[src/rtl/vec_alu_unit.sv]
// ---------------------------------------------------------------------------
// vec_alu_unit
//
// Single-lane 32-bit arithmetic / pixel operator for the vector execute stage.
// One instance per vector lane.
//
// Ports
//   clk     in   1   rising-edge clock, used only by the output register
//   rst_n   in   1   synchronous active-low reset (clears out_q only)
//   VCSub   in   1   subtract / variant select
//   ALUop   in   3   opcode
//   inputA  in  32   operand A
//   inputB  in  32   operand B
//   Vx      in  16   lane-condition word: lo = Vx[7:0], hi = Vx[15:8]
//   c7      in   8   unsigned scalar constant
//   out     out 32   combinational result (same-cycle writeback path)
//   out_q   out 32   registered copy of out (1-cycle pipelined path)
//
// Opcodes
//   000 vadd  A + B, or A - B when VCSub = 1
//   001 vopg  conditional pixel generate (8-bit result, zero-extended)
//   010 vopa  A, or A - c7 when VCSub = 1
//   011 vsub  A - B
//   100 vmul  low word of A * B (only with VECALU_MUL_EN, otherwise 0)
//   101 and   A & B
//   110 or    A | B
//   111 xor   A ^ B
//
// Build option
//   VECALU_MUL_EN  when defined, a 32x32 multiplier serves opcode 100.
//                  When undefined no multiplier exists and opcode 100 gives 0.
// ---------------------------------------------------------------------------
module vec_alu_unit (
   input  logic        clk,
   input  logic        rst_n,
   input  logic        VCSub,
   input  logic [2:0]  ALUop,
   input  logic [31:0] inputA,
   input  logic [31:0] inputB,
   input  logic [15:0] Vx,
   input  logic [7:0]  c7,
   output logic [31:0] out,
   output logic [31:0] out_q
);

   // ------------------------------------------------------------------------
   // Opcode encoding
   // ------------------------------------------------------------------------
   typedef enum logic [2:0] {
      OP_VADD = 3'b000,
      OP_VOPG = 3'b001,
      OP_VOPA = 3'b010,
      OP_VSUB = 3'b011,
      OP_VMUL = 3'b100,
      OP_AND  = 3'b101,
      OP_OR   = 3'b110,
      OP_XOR  = 3'b111
   } alu_op_e;

   // ------------------------------------------------------------------------
   // Helper functions
   // ------------------------------------------------------------------------

   // Saturating 10*c: the product needs 12 bits (10*255 = 2550), clamp to 255.
   function automatic logic [7:0] sat_times10(input logic [7:0] c);
      logic [11:0] prod;
      // 10*c built as 8*c + 2*c to keep it a pair of shifts and one adder.
      prod = {1'b0, c, 3'b000} + {3'b000, c, 1'b0};
      if (prod > 12'd255) begin
         return 8'hFF;
      end
      return prod[7:0];
   endfunction

   // Unsigned 8-bit remainder, unrolled restoring division.
   // The partial remainder is always below den (<= 255) before each shift,
   // so after shifting in the next numerator bit it fits in 9 bits.
   // A zero divisor returns the numerator unchanged.
   function automatic logic [7:0] rem8(input logic [7:0] num,
                                       input logic [7:0] den);
      logic [8:0] r;
      if (den == 8'd0) begin
         return num;
      end
      r = 9'd0;
      for (int i = 7; i >= 0; i--) begin
         r = {r[7:0], num[i]};
         if (r >= {1'b0, den}) begin
            r = r - {1'b0, den};
         end
      end
      return r[7:0];
   endfunction

   // Conditional pixel generate, selected by the two byte flags of Vx.
   function automatic logic [7:0] pixel_gen(input logic       flag_lo,
                                            input logic       flag_hi,
                                            input logic [7:0] a_lo,
                                            input logic [7:0] c);
      logic [1:0] sel;
      sel = {flag_hi, flag_lo};
      unique case (sel)
         2'b11:   return 8'hFF;
         2'b10:   return sat_times10(c);
         2'b01:   return rem8(a_lo, c);
         default: return 8'h00;
      endcase
   endfunction

   // ------------------------------------------------------------------------
   // Condition flags
   // ------------------------------------------------------------------------
   logic [7:0] vx_lo;
   logic [7:0] vx_hi;
   logic       fl;
   logic       fh;

   assign vx_lo = Vx[7:0];
   assign vx_hi = Vx[15:8];
   assign fl    = (vx_lo == 8'hFF);
   assign fh    = (vx_hi == 8'hFF);

   // ------------------------------------------------------------------------
   // Shared operand datapaths
   // ------------------------------------------------------------------------
   logic [31:0] sum_ab;
   logic [31:0] diff_ab;
   logic [31:0] diff_ac;
   logic [31:0] c7_ext;
   logic [7:0]  pix;
   logic [31:0] mul_lo;

   assign c7_ext  = {24'b0, c7};
   assign sum_ab  = inputA + inputB;
   // vadd with VCSub and vsub both use this single subtractor.
   assign diff_ab = inputA - inputB;
   assign diff_ac = inputA - c7_ext;
   assign pix     = pixel_gen(fl, fh, inputA[7:0], c7);

`ifdef VECALU_MUL_EN
   // Only the low word is kept; the upper 32 product bits are never formed.
   assign mul_lo = inputA * inputB;
`else
   assign mul_lo = 32'h0;
`endif

   // ------------------------------------------------------------------------
   // Result select (combinational out)
   // ------------------------------------------------------------------------
   alu_op_e op;
   assign op = alu_op_e'(ALUop);

   always_comb begin
      out = 32'h0;
      unique case (op)
         OP_VADD: out = VCSub ? diff_ab : sum_ab;
         OP_VOPG: out = {24'b0, pix};
         OP_VOPA: out = VCSub ? diff_ac : inputA;
         OP_VSUB: out = diff_ab;
         OP_VMUL: out = mul_lo;
         OP_AND:  out = inputA & inputB;
         OP_OR:   out = inputA | inputB;
         OP_XOR:  out = inputA ^ inputB;
         default: out = 32'h0;
      endcase
   end

   // ------------------------------------------------------------------------
   // Output register (1-cycle copy of out)
   // ------------------------------------------------------------------------
   logic [31:0] res_d;
   logic [31:0] res_q;

   always_comb begin
      res_d = out;
   end

   always_ff @(posedge clk) begin
      if (!rst_n) begin
         res_q <= 32'h0;
      end else begin
         res_q <= res_d;
      end
   end

   assign out_q = res_q;

endmodule

[config.mk]
export PLATFORM = sky130hd
export DESIGN_NAME = vec_alu_unit
export DESIGN_NICKNAME = d
export VERILOG_FILES = /design/src/rtl/vec_alu_unit.sv
export SDC_FILE = /design/constraint.sdc
export NUM_CORES = 1
export LEC_CHECK = 0
export ABC_AREA = 0
export CAP_MARGIN = 0
export CORE_MARGIN = 10
export CORE_UTILIZATION = 55
export DETAILED_ROUTE_END_ITERATION = 12
export PLACE_DENSITY = 0.88
export SYNTH_ARGS = -nofsm -noshare
export SYNTH_HDL_FRONTEND = slang
export SYNTH_SLANG_ARGS = --single-unit
[constraint.sdc]
create_clock -name clk -period 27.5 [get_ports clk]
set_input_delay 2.75 -clock clk [delete_from_list [all_inputs] [get_ports clk]]
set_output_delay 2.75 -clock clk [all_outputs]
set_load 0.02 [all_outputs]
== Yosys cells after proc, flatten, opt, wreduce, memory -nomap -nowiden ==
Index checks and enable logic that the tools add are counted.

* Latch bits: 0
* Output and inout bits: 64
* Memories: 0
* Bits in read-only memories: 0
* RAM bits: 0
* Word-level logic and storage cells: 73
* Input port bits: 94
* Bits in registers: 32

* $mul: 0
* Muxes and demuxes: 34
* Equal/unequal tests: 12
* Add/sub/neg operators: 12
* Reductions and logical operators: 2
* Shifts and indexed selects: 0
* $lt $le $gt $ge: 9
* Divide/modulo/power cells: 0
* Bitwise operators: 3

{| class="wikitable"
|+ Operator list
! kind !! number
|-
| $pmux 32 s8 || 1
|-
| $mux 8 || 26
|-
| $mux 32 || 2
|-
| $ge 9x8->1 || 7
|-
| $sub 8x8->8 || 7
|-
| $add 32x32->32 || 1
|-
| $and 32x32->32 || 1
|-
| $or 32x32->32 || 1
|-
| $sub 32x32->32 || 1
|-
| $sub 32x8->32 || 1
|-
| $xor 32x32->32 || 1
|-
| $pmux 8 s3 || 1
|-
| $eq 8x8->1 const B || 2
|-
| $add 11x9->12 || 1
|-
| $eq 3x3->1 const B || 4
|-
| $gt 12x8->1 const B || 1
|-
| $ge 1x8->1 || 1
|-
| $logic_not 8->1 || 1
|-
| $sub 1x8->8 || 1
|-
| $eq 3x2->1 const B || 2
|-
| $eq 2x2->1 const B || 2
|-
| $mux 1 || 4
|-
| $eq 3x1->1 const B || 1
|-
| $logic_not 3->1 || 1
|-
| $eq 2x1->1 const B || 1
|}

== Longest topological paths before layout ==
* Word-level depth: 34
* Depth in mapped cells: 85
* Gate-level depth less buffers: 80

== Worst setup path before layout ==
Ideal clock, no wire load.

* Path kind: input -> output
* Start point: input c7[1]
* End point: output out[0]
* Path buffers: 7
* Cell stages on the path: 80
* Setup slack: 6.492 ns
* Data arrival time: 18.258 ns
* Data required time: 24.750 ns
* Cells stage by stage: clkbuf_1 -> inv_1 -> ha_1 -> inv_1 -> a211oi_2 -> and2_1 -> ha_1 -> a21oi_1 -> a21oi_1 -> or3_1 -> a21o_1 -> clkbuf_1 -> o21ai_0 -> inv_1 -> ha_1 -> nor2b_1 -> o21ai_0 -> a41oi_1 -> [... 44 more ...] -> buf_1 -> a21oi_1 -> a211o_1 -> o21ai_0 -> inv_1 -> ha_1 -> nor2b_1 -> o21ai_0 -> a21oi_1 -> o21ai_0 -> a21oi_1 -> o21ai_0 -> nand2b_1 -> a211oi_2 -> a31o_1 -> buf_6 -> nor3_1 -> nor3_1

* Cells in the longest elaborated chain, start to end: 33
* Elaborated cells on any way between the ends: 48
* Those cells by class: 8 x add/sub; 9 x order compare; 30 x mux; 1 x reduce/logical

{| class="wikitable"
|+ Ends and longest elaborated chain
! element !! line !! source
|-
| start, declared || 41 || <nowiki>input logic [7:0] c7,</nowiki>
|-
| $sub 1x8->8 / $ge 1x8->1 (equally long branches) || 89, 88 ||
|-
| $mux 8 || 88 || <nowiki>if (r >= {1'b0, den}) begin</nowiki>
|-
| $mux 8 || 85 || <nowiki>r = 9'd0;</nowiki>
|-
| $mux 8 || 102 || <nowiki>unique case (sel)</nowiki>
|-
| $sub 8x8->8 / $ge 9x8->1 (equally long branches) || 89, 88 ||
|-
| $mux 8 || 88 ||
|-
| $mux 8 || 85 ||
|-
| $mux 8 || 102 ||
|-
| [... 17 more ...] || n/a ||
|-
| $mux 8 || 88 ||
|-
| $mux 8 || 85 ||
|-
| $mux 8 || 102 ||
|-
| $ge 9x8->1 || 88 ||
|-
| $mux 8 || 88 ||
|-
| $mux 8 || 85 ||
|-
| $pmux 8 s3 * || 102 ||
|-
| $pmux 32 s8 * || 155 || <nowiki>unique case (op)</nowiki>
|-
| end, declared || 42 || <nowiki>output logic [31:0] out,</nowiki>
|}

Mark *: on every way between the ends. The rest lies on a longest branch, timed or not. The select of a mux whose other input is x is not followed.

== Worst setup path in the final report ==
* Start point: input c7[1]
* End point: output out[1]

* Cells in the longest elaborated chain, start to end: 33
* Elaborated cells on any way between the ends: 51
* Those cells by class: 10 x add/sub; 9 x order compare; 31 x mux; 1 x reduce/logical

{| class="wikitable"
|+ Ends and longest elaborated chain
! element !! line
|-
| $sub 1x8->8 / $ge 1x8->1 (equally long branches) || 89, 88
|-
| $mux 8 || 88
|-
| $mux 8 || 85
|-
| $mux 8 || 102
|-
| $sub 8x8->8 / $ge 9x8->1 (equally long branches) || 89, 88
|-
| $mux 8 || 88
|-
| $mux 8 || 85
|-
| $mux 8 || 102
|-
| [... 17 more ...] || n/a
|-
| $mux 8 || 88
|-
| $mux 8 || 85
|-
| $mux 8 || 102
|-
| $ge 9x8->1 / $sub 8x8->8 (equally long branches) || 88, 89
|-
| $mux 8 || 88
|-
| $mux 8 || 85
|-
| $pmux 8 s3 || 102
|-
| $pmux 32 s8 * || 155
|}

Marks and branches as above.

==> flow_metrics.env <==
export IMPL_final_max_slew_viol_count=0
export IMPL_setup_tns_ns=0
export IMPL_cp_start_kind="input pin"
export IMPL_power_density_nw_per_um2=53.9
export IMPL_firstDrtPassIters=8
export IMPL_critPathMaxStageDelay_ns=0.62
export IMPL_drive_gt1_frac=0.0433
export IMPL_hold_class="input pin to flop"
export IMPL_dr_total_vias=12700
export IMPL_cts_root_buf="clkbuf_16"
export IMPL_path_delay_family="compound AO/OA/AOI/OAI gates"
export IMPL_synth_async_reset_ratio=0
export IMPL_portBuffers=157
export IMPL_gp_congestion=1.05
export IMPL_grt_pass1_vias=12200
export IMPL_setup_violations=0
export IMPL_drc=0
export IMPL_fp_coreArea_um2=19600
export IMPL_grt_max_degree=71
export IMPL_critPathRequiredTime_ns=24.75
export IMPL_fillers=1800
export IMPL_timing_max_cap_violations=0
export IMPL_dp_cells=1944
export IMPL_antenna_found_initial=0
export IMPL_cts_tree="built"
export IMPL_largest_reg_flops=32
export IMPL_cts_resized=0
export IMPL_die_h_um=162
export IMPL_yosysWarnings=0
export IMPL_syn_avg_cell_area_um2=6.98
export IMPL_drtAntennaViolNets=0
export IMPL_place_hpwl_mm=31.9
export IMPL_rows=51
export IMPL_area_growth_pct=16.7
export IMPL_antennaDiodeCount=0
export IMPL_fin_cells=1951
export IMPL_most_common_layout_cells="ha_1 (166), clkdlybuf4s50_1 (154), inv_1 (148)"
export IMPL_routed_wl_mm=41.2
export IMPL_numCtsBuffers=5
export IMPL_max_freq_ghz=0.0412
export IMPL_rsz0062_at_grt="no"
export IMPL_synth_edf_count=0
export IMPL_synthFlopType="dfxtp_1"
export IMPL_status="complete, no violations"
export IMPL_slowest_stage="clkdlybuf4s50_1"
export IMPL_yosys_cell_types_count=87
export IMPL_cts_hold_buf=0
export IMPL_yosysSeqAreaShare=0.0580
export IMPL_min_from="rst_n"
export IMPL_die_area_um2=26100
export IMPL_start_util=0.564
export IMPL_syn_instance_count=1582
export IMPL_vias_per_cell=6.52
export IMPL_period_share=0.883
export IMPL_io_pins=158
export IMPL_grt_use_total=0.298
export IMPL_timing_slew_headroom=0.202
export IMPL_p_leak_nw=5.71
export IMPL_path_max_fanout=21
export IMPL_grt_pass1_wl_mm=64.6
export IMPL_die_width_um=162
export IMPL_drt_iter0_drc=1287
export IMPL_grt_ovfl_total=0
export IMPL_critPathKind="input pin to output port"
export IMPL_peakVddDrop_mv=0.0681
export IMPL_cp_num_buf_inv=10
export IMPL_cts_clk_slew_worst_paths_ns=0.06
export IMPL_multiInputGateArea_um2=9550
export IMPL_syn_nets=1853
export IMPL_crit_top_cell="o21ai_0"
export IMPL_post_drt_wl_per_cell_um=21.1
export IMPL_clockBufferDepth=2
export IMPL_ys_seq_elements=32
export IMPL_synth_area_um2=11000
export IMPL_worstPathArrival_ns=21.53
export IMPL_max_slew_worst_pin_slew_ns=1.19
export IMPL_finalHoldViolCount=0
export IMPL_cts_sinks=32
export IMPL_cts_htree_levels=2
export IMPL_startpoint="c7[1]"
export IMPL_final_common_cell="ha_1"
export IMPL_seqCellArea_um2=641
export IMPL_period_needed_ns=24.28
export IMPL_post_cts_setup_buffers=0
export IMPL_nNetsFinal=1957
export IMPL_endpoint_kind="output port"
==> worst paths after layout <==
path,depth (start not counted),to
setup / recovery,76,out[1]
hold / removal,4,out_q[24]$_SDFF_PN0_
==> cells in the mapped netlist, types with 5 or more instances <==
cell type,n,share of area
o21a_1,15,0.010
mux2i_1,33,0.030
a211o_1,5,0.0040
and2_1,30,0.017
dfxtp_1,32,0.058
a31oi_1,24,0.014
nand4_1,18,0.010
or2_2,8,0.0045
ha_1,166,0.19
buf_1,10,0.0034
and4_1,5,0.0040
fa_1,11,0.020
nand2b_1,22,0.012
a22o_1,18,0.014
inv_1,148,0.050
a211oi_1,20,0.014
o2111ai_1,9,0.0071
and3_1,9,0.0051
nor4_1,12,0.0068
a311oi_1,6,0.0048
or3_1,17,0.0096
a221oi_1,13,0.010
xnor2_1,66,0.052
mux2_2,18,0.018
a22oi_1,14,0.0095
nor3_1,45,0.020
o22ai_1,7,0.0040
o21ai_0,122,0.055
a21o_1,21,0.014
a21boi_0,8,0.0054
o211ai_1,18,0.012
o221ai_1,9,0.0071
xor2_1,20,0.016
o21bai_1,15,0.010
a21oi_1,132,0.060
nor2b_1,27,0.015
nand3_1,33,0.015
nand2_1,126,0.043
nor2_1,113,0.038
clkbuf_1,58,0.020
o31ai_1,16,0.011
==> cell families after synthesis <==
kind of cell	Yosys count	synth area share
AOI/OAI and AO/OA	529	0.319
and+or+nand+nor	483	0.217
buffers and inverters	222	0.0783
adders and majority gates	177	0.208
xor gates and xnor gates	86	0.0682
muxes	53	0.0517
DFF	32	0.0580
==> power by group <==
group	switching (W)	internal (W)
clock network	0.0000240	0.0000381
registers	0.00000143	0.0000522
logic	0.000344	0.000234
==> per-layer routing <==
metal  part of all wire  GRT usage  vias up
met4              0.047      0.137        0
met3               0.10     0.0455      162
met1               0.39      0.357     5790
li1                   -          -     5961
met5                  0          0        -
met2               0.47      0.512      801
==> cell type report <==
class,count,area share
multi-input cells,1328,0.741
repair buffers,170,0.128
flip-flops and latches,32,0.0497
inverters,149,0.0434
well taps,265,0.0257
clock buffers,7,0.0118
==> per-stage QoR <==
stage | util | area [um2] | setup slack, ns | total power, W | hold WS [ns]
CTS | 0.658 | 12900 | 3.45 | 0.000684 | 3.26
floorplan | - | 11000 | 6.49 | 0.000472 | 2.94
detailed placement | 0.650 | 12700 | 3.54 | 0.000619 | 3.55
global route | 0.658 | 12900 | 1.52 | 0.000747 | 3.30
global placement | 0.650 | 12700 | 4.17 | 0.000620 | 3.55
finish | 0.658 | 12900 | 3.22 | 0.000694 | 3.26
Power figures use the tool's default switching activity.
